`config.mk`:
```
export PLATFORM = sky130hd
export DESIGN_NAME = mcu_el2_lsu_region_guard
export DESIGN_NICKNAME = d
export VERILOG_FILES = /design/src/rtl/mcu_el2_lsu_region_guard.sv
export SDC_FILE = /design/constraint.sdc
export NUM_CORES = 2
export LEC_CHECK = 0
export CAP_MARGIN = 20
export CORE_MARGIN = 5
export CORE_UTILIZATION = 45
export CTS_BUF_LIST = sky130_fd_sc_hd__clkbuf_16
export CTS_CLUSTER_DIAMETER = 200
export CTS_CLUSTER_SIZE = 20
export DETAILED_ROUTE_END_ITERATION = 16
export MAX_ROUTING_LAYER = met4
export PLACE_DENSITY = 0.6
export SLEW_MARGIN = 20
export SYNTH_ARGS = -nofsm -noshare
export SYNTH_HDL_FRONTEND = slang
export SYNTH_SLANG_ARGS = --single-unit
```
`constraint.sdc`:
```
create_clock -name clk -period 10.1 [get_ports clk]
set_clock_uncertainty 0.05 [all_clocks]
set_input_delay 2.02 -clock clk [delete_from_list [all_inputs] [get_ports clk]]
set_output_delay 2.02 -clock clk [all_outputs]
set_load 0.02 [all_outputs]
```
`src/rtl/mcu_el2_lsu_region_guard.sv`:
```
// mcu_el2_lsu_region_guard
//
// Runtime-programmable data-access checker for the EL2 LSU. NUM_WIN windows,
// each made of base/mask/ctrl registers written through a small config port.
// A D-stage request is checked against the windows, and the result is
// registered into M. The first effective fault is captured in a record with
// an overflow flag and a saturating fault counter.
//
// Optional feature: define MCU_LSU_REGION_GUARD_LOCK_EN to enable the
// per-window LOCK bit (ctrl[3]). When the bit is set, that window's registers
// are frozen until reset.
//
// Ports
//   clk, rst_l                   clock, async active-low reset
//   cfg_we/idx/sel/wdata         window register write (sel 0 base, 1 mask, 2 ctrl)
//   cfg_rdata                    combinational read of cfg_idx/cfg_sel
//   req_*_d                      D-stage request (valid, start/end address, store, dma)
//   flush_m                      kills the M-stage response
//   resp_valid_m/fault_m/mscause_m   M-stage check result
//   flt_valid/addr/cause/store/overflow/count   fault record
//   flt_clr                      clears the fault record and counter
module mcu_el2_lsu_region_guard #(
  parameter int unsigned NUM_WIN = 8,
  parameter int unsigned CNT_W   = 8,
  localparam int unsigned IdxW   = (NUM_WIN > 1) ? $clog2(NUM_WIN) : 1
) (
  input  logic             clk,
  input  logic             rst_l,
  input  logic             cfg_we,
  input  logic [IdxW-1:0]  cfg_idx,
  input  logic [1:0]       cfg_sel,
  input  logic [31:0]      cfg_wdata,
  output logic [31:0]      cfg_rdata,
  input  logic             req_valid_d,
  input  logic [31:0]      req_start_addr_d,
  input  logic [31:0]      req_end_addr_d,
  input  logic             req_store_d,
  input  logic             req_dma_d,
  input  logic             flush_m,
  output logic             resp_valid_m,
  output logic             resp_fault_m,
  output logic [3:0]       resp_mscause_m,
  output logic             flt_valid,
  output logic [31:0]      flt_addr,
  output logic [3:0]       flt_cause,
  output logic             flt_store,
  output logic             flt_overflow,
  input  logic             flt_clr,
  output logic [CNT_W-1:0] flt_count
);

  localparam logic [3:0] CauseMisalign = 4'd2;
  localparam logic [3:0] CauseNoHit    = 4'd3;
  localparam logic [3:0] CausePerm     = 4'd7;

  // Window registers
  logic [31:0] base_q [NUM_WIN];
  logic [31:0] base_d [NUM_WIN];
  logic [31:0] mask_q [NUM_WIN];
  logic [31:0] mask_d [NUM_WIN];
  logic [3:0]  ctrl_q [NUM_WIN];
  logic [3:0]  ctrl_d [NUM_WIN];

  logic [NUM_WIN-1:0] win_sel;
  logic [NUM_WIN-1:0] win_lock;
  logic [3:0]         ctrl_wval;

`ifdef MCU_LSU_REGION_GUARD_LOCK_EN
  logic unused_wdata;
  assign unused_wdata = ^cfg_wdata[31:4];
  assign ctrl_wval    = cfg_wdata[3:0];
  always_comb begin
    win_lock = '0;
    for (int unsigned i = 0; i < NUM_WIN; i++) begin
      win_lock[i] = ctrl_q[i][3];
    end
  end
`else
  logic unused_wdata;
  assign unused_wdata = ^cfg_wdata[31:3];
  // LOCK is not stored, so ctrl[3] always reads 0 and no window freezes.
  assign ctrl_wval    = {1'b0, cfg_wdata[2:0]};
  assign win_lock     = '0;
`endif

  // Indices at or above NUM_WIN select nothing: writes drop and reads return 0.
  always_comb begin
    win_sel = '0;
    for (int unsigned i = 0; i < NUM_WIN; i++) begin
      win_sel[i] = (cfg_idx == IdxW'(i));
    end
  end

  always_comb begin
    for (int unsigned i = 0; i < NUM_WIN; i++) begin
      base_d[i] = base_q[i];
      mask_d[i] = mask_q[i];
      ctrl_d[i] = ctrl_q[i];
      if (cfg_we && win_sel[i] && !win_lock[i]) begin
        case (cfg_sel)
          2'd0:    base_d[i] = cfg_wdata;
          2'd1:    mask_d[i] = cfg_wdata;
          2'd2:    ctrl_d[i] = ctrl_wval;
          default: ;
        endcase
      end
    end
  end

  always_ff @(posedge clk or negedge rst_l) begin
    if (!rst_l) begin
      for (int unsigned i = 0; i < NUM_WIN; i++) begin
        base_q[i] <= '0;
        mask_q[i] <= '0;
        ctrl_q[i] <= '0;
      end
    end else begin
      for (int unsigned i = 0; i < NUM_WIN; i++) begin
        base_q[i] <= base_d[i];
        mask_q[i] <= mask_d[i];
        ctrl_q[i] <= ctrl_d[i];
      end
    end
  end

  always_comb begin
    cfg_rdata = '0;
    for (int unsigned i = 0; i < NUM_WIN; i++) begin
      if (win_sel[i]) begin
        case (cfg_sel)
          2'd0:    cfg_rdata = base_q[i];
          2'd1:    cfg_rdata = mask_q[i];
          2'd2:    cfg_rdata = {28'd0, ctrl_q[i]};
          default: cfg_rdata = '0;
        endcase
      end
    end
  end

  // D-stage check
  logic [NUM_WIN-1:0] win_en;
  logic [NUM_WIN-1:0] win_grant;
  logic [NUM_WIN-1:0] start_hit;
  logic [NUM_WIN-1:0] end_hit;
  logic               chk_fault;
  logic [3:0]         chk_cause;

  always_comb begin
    win_en    = '0;
    win_grant = '0;
    start_hit = '0;
    end_hit   = '0;
    for (int unsigned i = 0; i < NUM_WIN; i++) begin
      win_en[i]    = ctrl_q[i][0];
      win_grant[i] = req_store_d ? ctrl_q[i][2] : ctrl_q[i][1];
      start_hit[i] = win_en[i] && ((req_start_addr_d | mask_q[i]) == (base_q[i] | mask_q[i]));
      end_hit[i]   = win_en[i] && ((req_end_addr_d | mask_q[i]) == (base_q[i] | mask_q[i]));
    end
  end

  always_comb begin
    chk_fault = 1'b0;
    chk_cause = 4'd0;
    if (req_dma_d) begin
      chk_fault = 1'b0;
    end else if (req_start_addr_d[31:28] != req_end_addr_d[31:28]) begin
      chk_fault = 1'b1;
      chk_cause = CauseMisalign;
    end else if (win_en == '0) begin
      chk_fault = 1'b0;
    end else if ((start_hit == '0) || (end_hit == '0)) begin
      chk_fault = 1'b1;
      chk_cause = CauseNoHit;
    end else if (((start_hit & win_grant) == '0) || ((end_hit & win_grant) == '0)) begin
      chk_fault = 1'b1;
      chk_cause = CausePerm;
    end
  end

  // D -> M pipeline register
  logic        valid_q, fault_q, store_q;
  logic [3:0]  cause_q;
  logic [31:0] addr_q;

  always_ff @(posedge clk or negedge rst_l) begin
    if (!rst_l) begin
      valid_q <= 1'b0;
      fault_q <= 1'b0;
      cause_q <= 4'd0;
      addr_q  <= '0;
      store_q <= 1'b0;
    end else begin
      valid_q <= req_valid_d;
      fault_q <= req_valid_d & chk_fault;
      cause_q <= (req_valid_d & chk_fault) ? chk_cause : 4'd0;
      addr_q  <= req_start_addr_d;
      store_q <= req_store_d;
    end
  end

  assign resp_valid_m   = valid_q & ~flush_m;
  assign resp_fault_m   = resp_valid_m & fault_q;
  assign resp_mscause_m = resp_fault_m ? cause_q : 4'd0;

  // Fault record
  logic             flt_valid_q, flt_valid_d;
  logic [31:0]      flt_addr_q, flt_addr_d;
  logic [3:0]       flt_cause_q, flt_cause_d;
  logic             flt_store_q, flt_store_d;
  logic             flt_ovf_q, flt_ovf_d;
  logic [CNT_W-1:0] flt_cnt_q, flt_cnt_d;

  always_comb begin
    flt_valid_d = flt_valid_q;
    flt_addr_d  = flt_addr_q;
    flt_cause_d = flt_cause_q;
    flt_store_d = flt_store_q;
    flt_ovf_d   = flt_ovf_q;
    flt_cnt_d   = flt_cnt_q;
    // Clear is applied first so a fault in the same cycle is captured fresh.
    if (flt_clr) begin
      flt_valid_d = 1'b0;
      flt_addr_d  = '0;
      flt_cause_d = 4'd0;
      flt_store_d = 1'b0;
      flt_ovf_d   = 1'b0;
      flt_cnt_d   = '0;
    end
    if (resp_fault_m) begin
      if (!flt_valid_d) begin
        flt_valid_d = 1'b1;
        flt_addr_d  = addr_q;
        flt_cause_d = cause_q;
        flt_store_d = store_q;
      end else begin
        flt_ovf_d = 1'b1;
      end
      if (flt_cnt_d != '1) begin
        flt_cnt_d = flt_cnt_d + CNT_W'(1);
      end
    end
  end

  always_ff @(posedge clk or negedge rst_l) begin
    if (!rst_l) begin
      flt_valid_q <= 1'b0;
      flt_addr_q  <= '0;
      flt_cause_q <= 4'd0;
      flt_store_q <= 1'b0;
      flt_ovf_q   <= 1'b0;
      flt_cnt_q   <= '0;
    end else begin
      flt_valid_q <= flt_valid_d;
      flt_addr_q  <= flt_addr_d;
      flt_cause_q <= flt_cause_d;
      flt_store_q <= flt_store_d;
      flt_ovf_q   <= flt_ovf_d;
      flt_cnt_q   <= flt_cnt_d;
    end
  end

  assign flt_valid    = flt_valid_q;
  assign flt_addr     = flt_addr_q;
  assign flt_cause    = flt_cause_q;
  assign flt_store    = flt_store_q;
  assign flt_overflow = flt_ovf_q;
  assign flt_count    = flt_cnt_q;

endmodule

```
# == After elaboration in Yosys (flattened, before gate mapping) ==
# Index checks and enable logic that the tools add are counted.
# classes
add_sub_neg,1
n_eq_ne,27
mux,53
n_bitwise,30
n_reduce_logical,57
# ops
operator,count
$or 32x32->32,24
$pmux 32 s3,8
$eq 32x32->1,16
$mux 32,11
$reduce_and 2->1,24
$logic_not 8->1,5
$logic_and 1x1->1,24
$mux 8,3
$mux 1,21
$mux 4,5
$and 8x8->8,2
$mux 3,5
$eq 3x3->1 const B,4
$add 8x1->8 const B,1
$ne 8x8->1 const B,1
$eq 3x2->1 const B,2
$ne 4x4->1,1
$and 1x1->1,3
$eq 3x1->1 const B,1
$logic_not 3->1,1
$eq 2x1->1 const B,1
$eq 2x2->1 const B,1
$logic_not 2->1,1
$logic_or 1x1->1,2
$not 1->1,1
# totals
register_bits,622
input_bits,109
out_inout_bits,85
wordCells,203

# == Depth between registers and ports, before layout ==
# logic_depth
ltp_word,13
ltp_mapped,10
ltp_nobuf,8

# == Least setup slack after synthesis ==
# OpenSTA, ideal clock, no wires.
# synth_timing
path_type,input to output
from,input cfg_sel[0]
to,output cfg_rdata[1]
arrival_ns,4.170
required_ns,8.030
setup_slack_ns,3.860
cell_stages,9
path_buffers,5
path_cell_list,buf_2 buf_2 clkbuf_1 buf_2 buf_2 mux2i_1 o21ai_0 a222oi_1 o21ai_0
# synth_between
elab_chain_cells,10
word_cells_on_any_way,19
cone_classes,eq/ne (2); mux (16); reduce/logical (1)
# synth_rtl
item,line,rtl
"start, declared",31,"input logic [1:0] cfg_sel,"
$eq 2x2->1 (tied with other cells),130,case (cfg_sel)
$pmux 32 s3,130,
$mux 32 (7 in a row),129,if (win_sel[i]) begin
$mux 32 *,129,
"end, declared",33,"output logic [31:0] cfg_rdata,"
# Every way passes the cells marked *; elsewhere a longest branch is shown, timed or not.

# == Worst setup path in the final report ==
# layout_timing
from,input cfg_idx[2]
to,output cfg_rdata[7]
# layout_between
elab_chain_cells,9
word_cells_on_any_way,16
cone_classes,eq/ne (7); mux (8); reduce/logical (1)
# layout_rtl
item,line,rtl
"start, declared",30,"input logic [IdxW-1:0] cfg_idx,"
$logic_not 3->1,90,win_sel[i] = (cfg_idx == IdxW'(i));
$mux 32 (7 in a row),129,
$mux 32 *,129,
# Marked as above.

==> impl_metrics.tcl <==
set metrics [dict create \
    outcome "complete, no violations" \
    endpoint_kind "output pin" \
    syn_to_final_growth_pct 10.8 \
    cts_tree "yes" \
    layout-drive-gt1-share 0.183 \
    cp-start-kind "input port" \
    synth-seq-cells 621 \
    syn_inst 3979 \
    grt_start_max_net_pins 175 \
    die_x_microns 306 \
    maxCapViolCount 0 \
    hold_path.class "flip-flop to flip-flop" \
    via_count 36600 \
    crit_type "input port to output pin" \
    port_buffers 192 \
    worstHoldStart "addr_q[11]$_DFF_PN0_" \
    cts_root_buf "clkbuf_16" \
    hold_viol 0 \
    postRouteAntennaNets 0 \
    required_ps 8030 \
    start_util 0.455 \
    cp_slowest_cell "buf_2" \
    grt.total_usage 0.451 \
    r2r_end "cause_q[1]$_DFF_PN0_" \
    netlist_area_sq_um 39500 \
    cp_common_cell "nor2_1" \
    ys.flop_type "dfrtp_1" \
    final_max_slew_viol_count 0 \
    coreArea_sq_um 86900 \
    avgSynthCellArea_sq_um 9.93 \
    dpl.hpwl_mm 162 \
    place_area_sq_um 42700 \
    clkTransAtPathRegs_ps 80 \
    min_period_over_period 0.770 \
    numCtsBuffers 37 \
    yosys.area.top_type "dfrtp_1" \
    reg2reg_depth 8 \
    arrival_ps 5700 \
    postCtsSetupBuffers 0 \
    boundaryPins 194 \
    seqCellArea_sq_um 15500 \
    synth_top_area_frac 0.393 \
    yosys-mux-area-fraction 0.220 \
    yosys_warnings 0 \
    fmax_ghz 0.129 \
    syn-num-nets 4089 \
    fill_cells 8141 \
    drtPass1Iterations 10 \
    viasPerCell 7.03 \
    grt_pass1_wl_mm 290 \
    wire_per_inst_microns 40.9 \
    drc_errors 0 \
    post_cts_resized 0 \
    ys_top_cells_by_area "dfrtp_1, mux2_2, nor3b_1" \
    dieArea_sq_um 93800 \
    synth_compound_area_frac 0.104 \
    relSlewSlack 0.100 \
    multiInputGateArea_sq_um 22900 \
    synth_top_family_by_area "multiplexers" \
    synth-xor-area-share 0.0552 \
    p_leak_uw 0.0171 \
    hold_end "flt_addr[11]$_DFF_PN0_" \
    min_period_ps 7770 \
    rows 108 \
    rsz0062_at_grt "no" \
    grt_pass1_vias 35800 \
    path_cells "buf_2 > nor2_1 > nand2_2 > buf_4 > o221ai_1 > a31oi_1 > nor2_1 > o31a_1 > o22ai_1 > a21oi_1 > clkdlybuf4s50_1" \
    synth_fa_ha_area_frac 0.000317 \
    h-tree-depth 2 \
    layout.nets 4154 \
    reg2reg_setup_slack_ps 5520 \
    crit_path_max_incr_delay_ps 770 \
    wl_mm 213 \
    fin_tns_setup_ps 0 \
    whs_path_depth 2 \
    grt-ovfl-total 0 \
    worst_pin_slew_ps 1340 \
    synth-seq-area-share 0.393 \
    worstSkewPairLatency_ps 640 \
    synth-edff-count 0 \
    powerDensity_nw_per_um2 189 \
    ir_worst_vdd_mv 0.174 \
    yosys.area_share.simple 0.198 \
    fin_area_sq_um 43800 \
    r2r_start "base_q[32]$_DFFE_PN0P_" \
    clkSinkCount 621 \
    drt_first_iter_violations 5142 \
    setup_violations 0 \
    async_reset_ff_frac 1.00 \
    die_h_microns 306 \
    antenna_found_initial 11 \
    path_max_fanout 47 \
    cts-hold-fix-buffers 0 \
    synth_cell_types 70 \
    gp_congestion 1.10 \
    clockBufferDepth 3 \
]
-- synthesized netlist by cell type (all sizes together) (31+ instances only) --
| library cell | count |
|---|---|
| o22ai | 153 |
| or4 | 36 |
| nand3 | 40 |
| nor3 | 43 |
| nand2 | 138 |
| o21ai | 152 |
| clkbuf | 182 |
| dfrtp | 621 |
| a21oi | 110 |
| mux2i | 229 |
| nor2 | 404 |
| a22oi | 31 |
| nand4 | 61 |
| buf | 92 |
| mux2 | 566 |
| o221ai | 33 |
| o211ai | 31 |
| nor4 | 175 |
| xnor2 | 243 |
| nor3b | 383 |
| a31oi | 31 |
-- stage by stage --
step / hold WS [ps] / worst slack, ps / instances / power [uW] / utilization
finish: 403 / 2330 / 5209 / 8280 / 0.504
global route: 437 / 2150 / 5207 / 8500 / 0.504
CTS: 405 / 2500 / 5201 / 8120 / 0.503
detailed placement: 384 / 2490 / 5159 / 6550 / 0.492
global placement: 379 / 2520 / 5157 / 6570 / 0.491
floorplan: 376 / 3860 / 3979 / 5080 / -
-- worst max-delay path, delay by kind of cell --
| kind | cells | cell delay, ps |
|---|---|---|
| AO/OA/AOI/OAI | 5 | 1160 |
| AND/OR/NAND/NOR | 3 | 590 |
| buffers and inverters | 3 | 1860 |
-- registers in the layout (all words and copies together) (netlist names), 3 cells and up --
name,count
cause_q,3
mask_q,256
flt_addr,32
ctrl_q,24
flt_count,8
base_q,256
addr_q,32
flt_cause,4
-- metal layers --
metal | global-route usage | up-vias | share of wire
met1 | 0.509 | 18100 | 0.35
met4 | 0.342 | 0 | 0.10
li1 | - | 15000 | -
met3 | 0.112 | 903 | 0.10
met5 | - | - | 0
met2 | 0.692 | 2566 | 0.45
-- worst max path at each step --
| stage | from | endpoint | slack [ps] | cells after the start |
|---|---|---|---|---|
| after floorplan | cfg_sel[0] | cfg_rdata[1] | 3860 | 9 |
| after global placement | cfg_idx[2] | cfg_rdata[7] | 2520 | 11 |
| after detailed placement | cfg_idx[2] | cfg_rdata[7] | 2490 | 11 |
| after CTS | cfg_idx[2] | cfg_rdata[7] | 2500 | 11 |
| after global routing | cfg_idx[2] | cfg_rdata[7] | 2150 | 11 |
| final | cfg_idx[2] | cfg_rdata[7] | 2330 | 11 |
-- power breakdown --
group | internal [uW] | total [uW] | leakage [uW] | switching, uW
Sequential | 2910 | 3910 | 0.00794 | 1000
Clock | 696 | 1590 | 0.000500 | 893
Combinational | 1150 | 2780 | 0.00870 | 1630
Total | 4760 | 8280 | 0.0171 | 3520
-- logic make-up after synthesis --
| family | after synthesis |
|---|---|
| xor+xnor | 249 |
| fa+ha+maj | 1 |
| flops | 621 |
| other cells | 1 |
| mux | 796 |
| compound gates | 644 |
| buf+inv | 287 |
| simple gates | 1380 |
-- cells in the final DEF (no fill, tap or decap), drive strengths merged, types with 7 or more instances in the layout --
cell,instances
diode,7
nand2,138
nor2b,11
nor3,43
o2111ai,9
buf,115
nor4,175
nor3b,383
clkbuf,40
nand2b,17
o22ai,153
o211ai,31
o31a,28
and2,13
nand4,61
a21oi,110
dfrtp,621
mux2,566
xnor2,243
nand3,40
a2111oi,22
mux2i,229
nand4b,7
o221ai,33
clkdlybuf4s50,184
or3,15
nor2,404
or4b,8
a31oi,31
or3b,7
inv,15
or4,36
a22oi,31
a211oi,7
o21ai,152
-- final cells by class --
class,instances,area share
repair buffers,300,0.0638
clock buffers,39,0.0223
well taps,1155,0.0330
diodes,7,0.000400
inverters,13,0.00112
flip-flops and latches,621,0.355
multi-input cells,3071,0.524
clock inverters,3,0.000743
No activity file was read; power rests on OpenSTA's default activity.
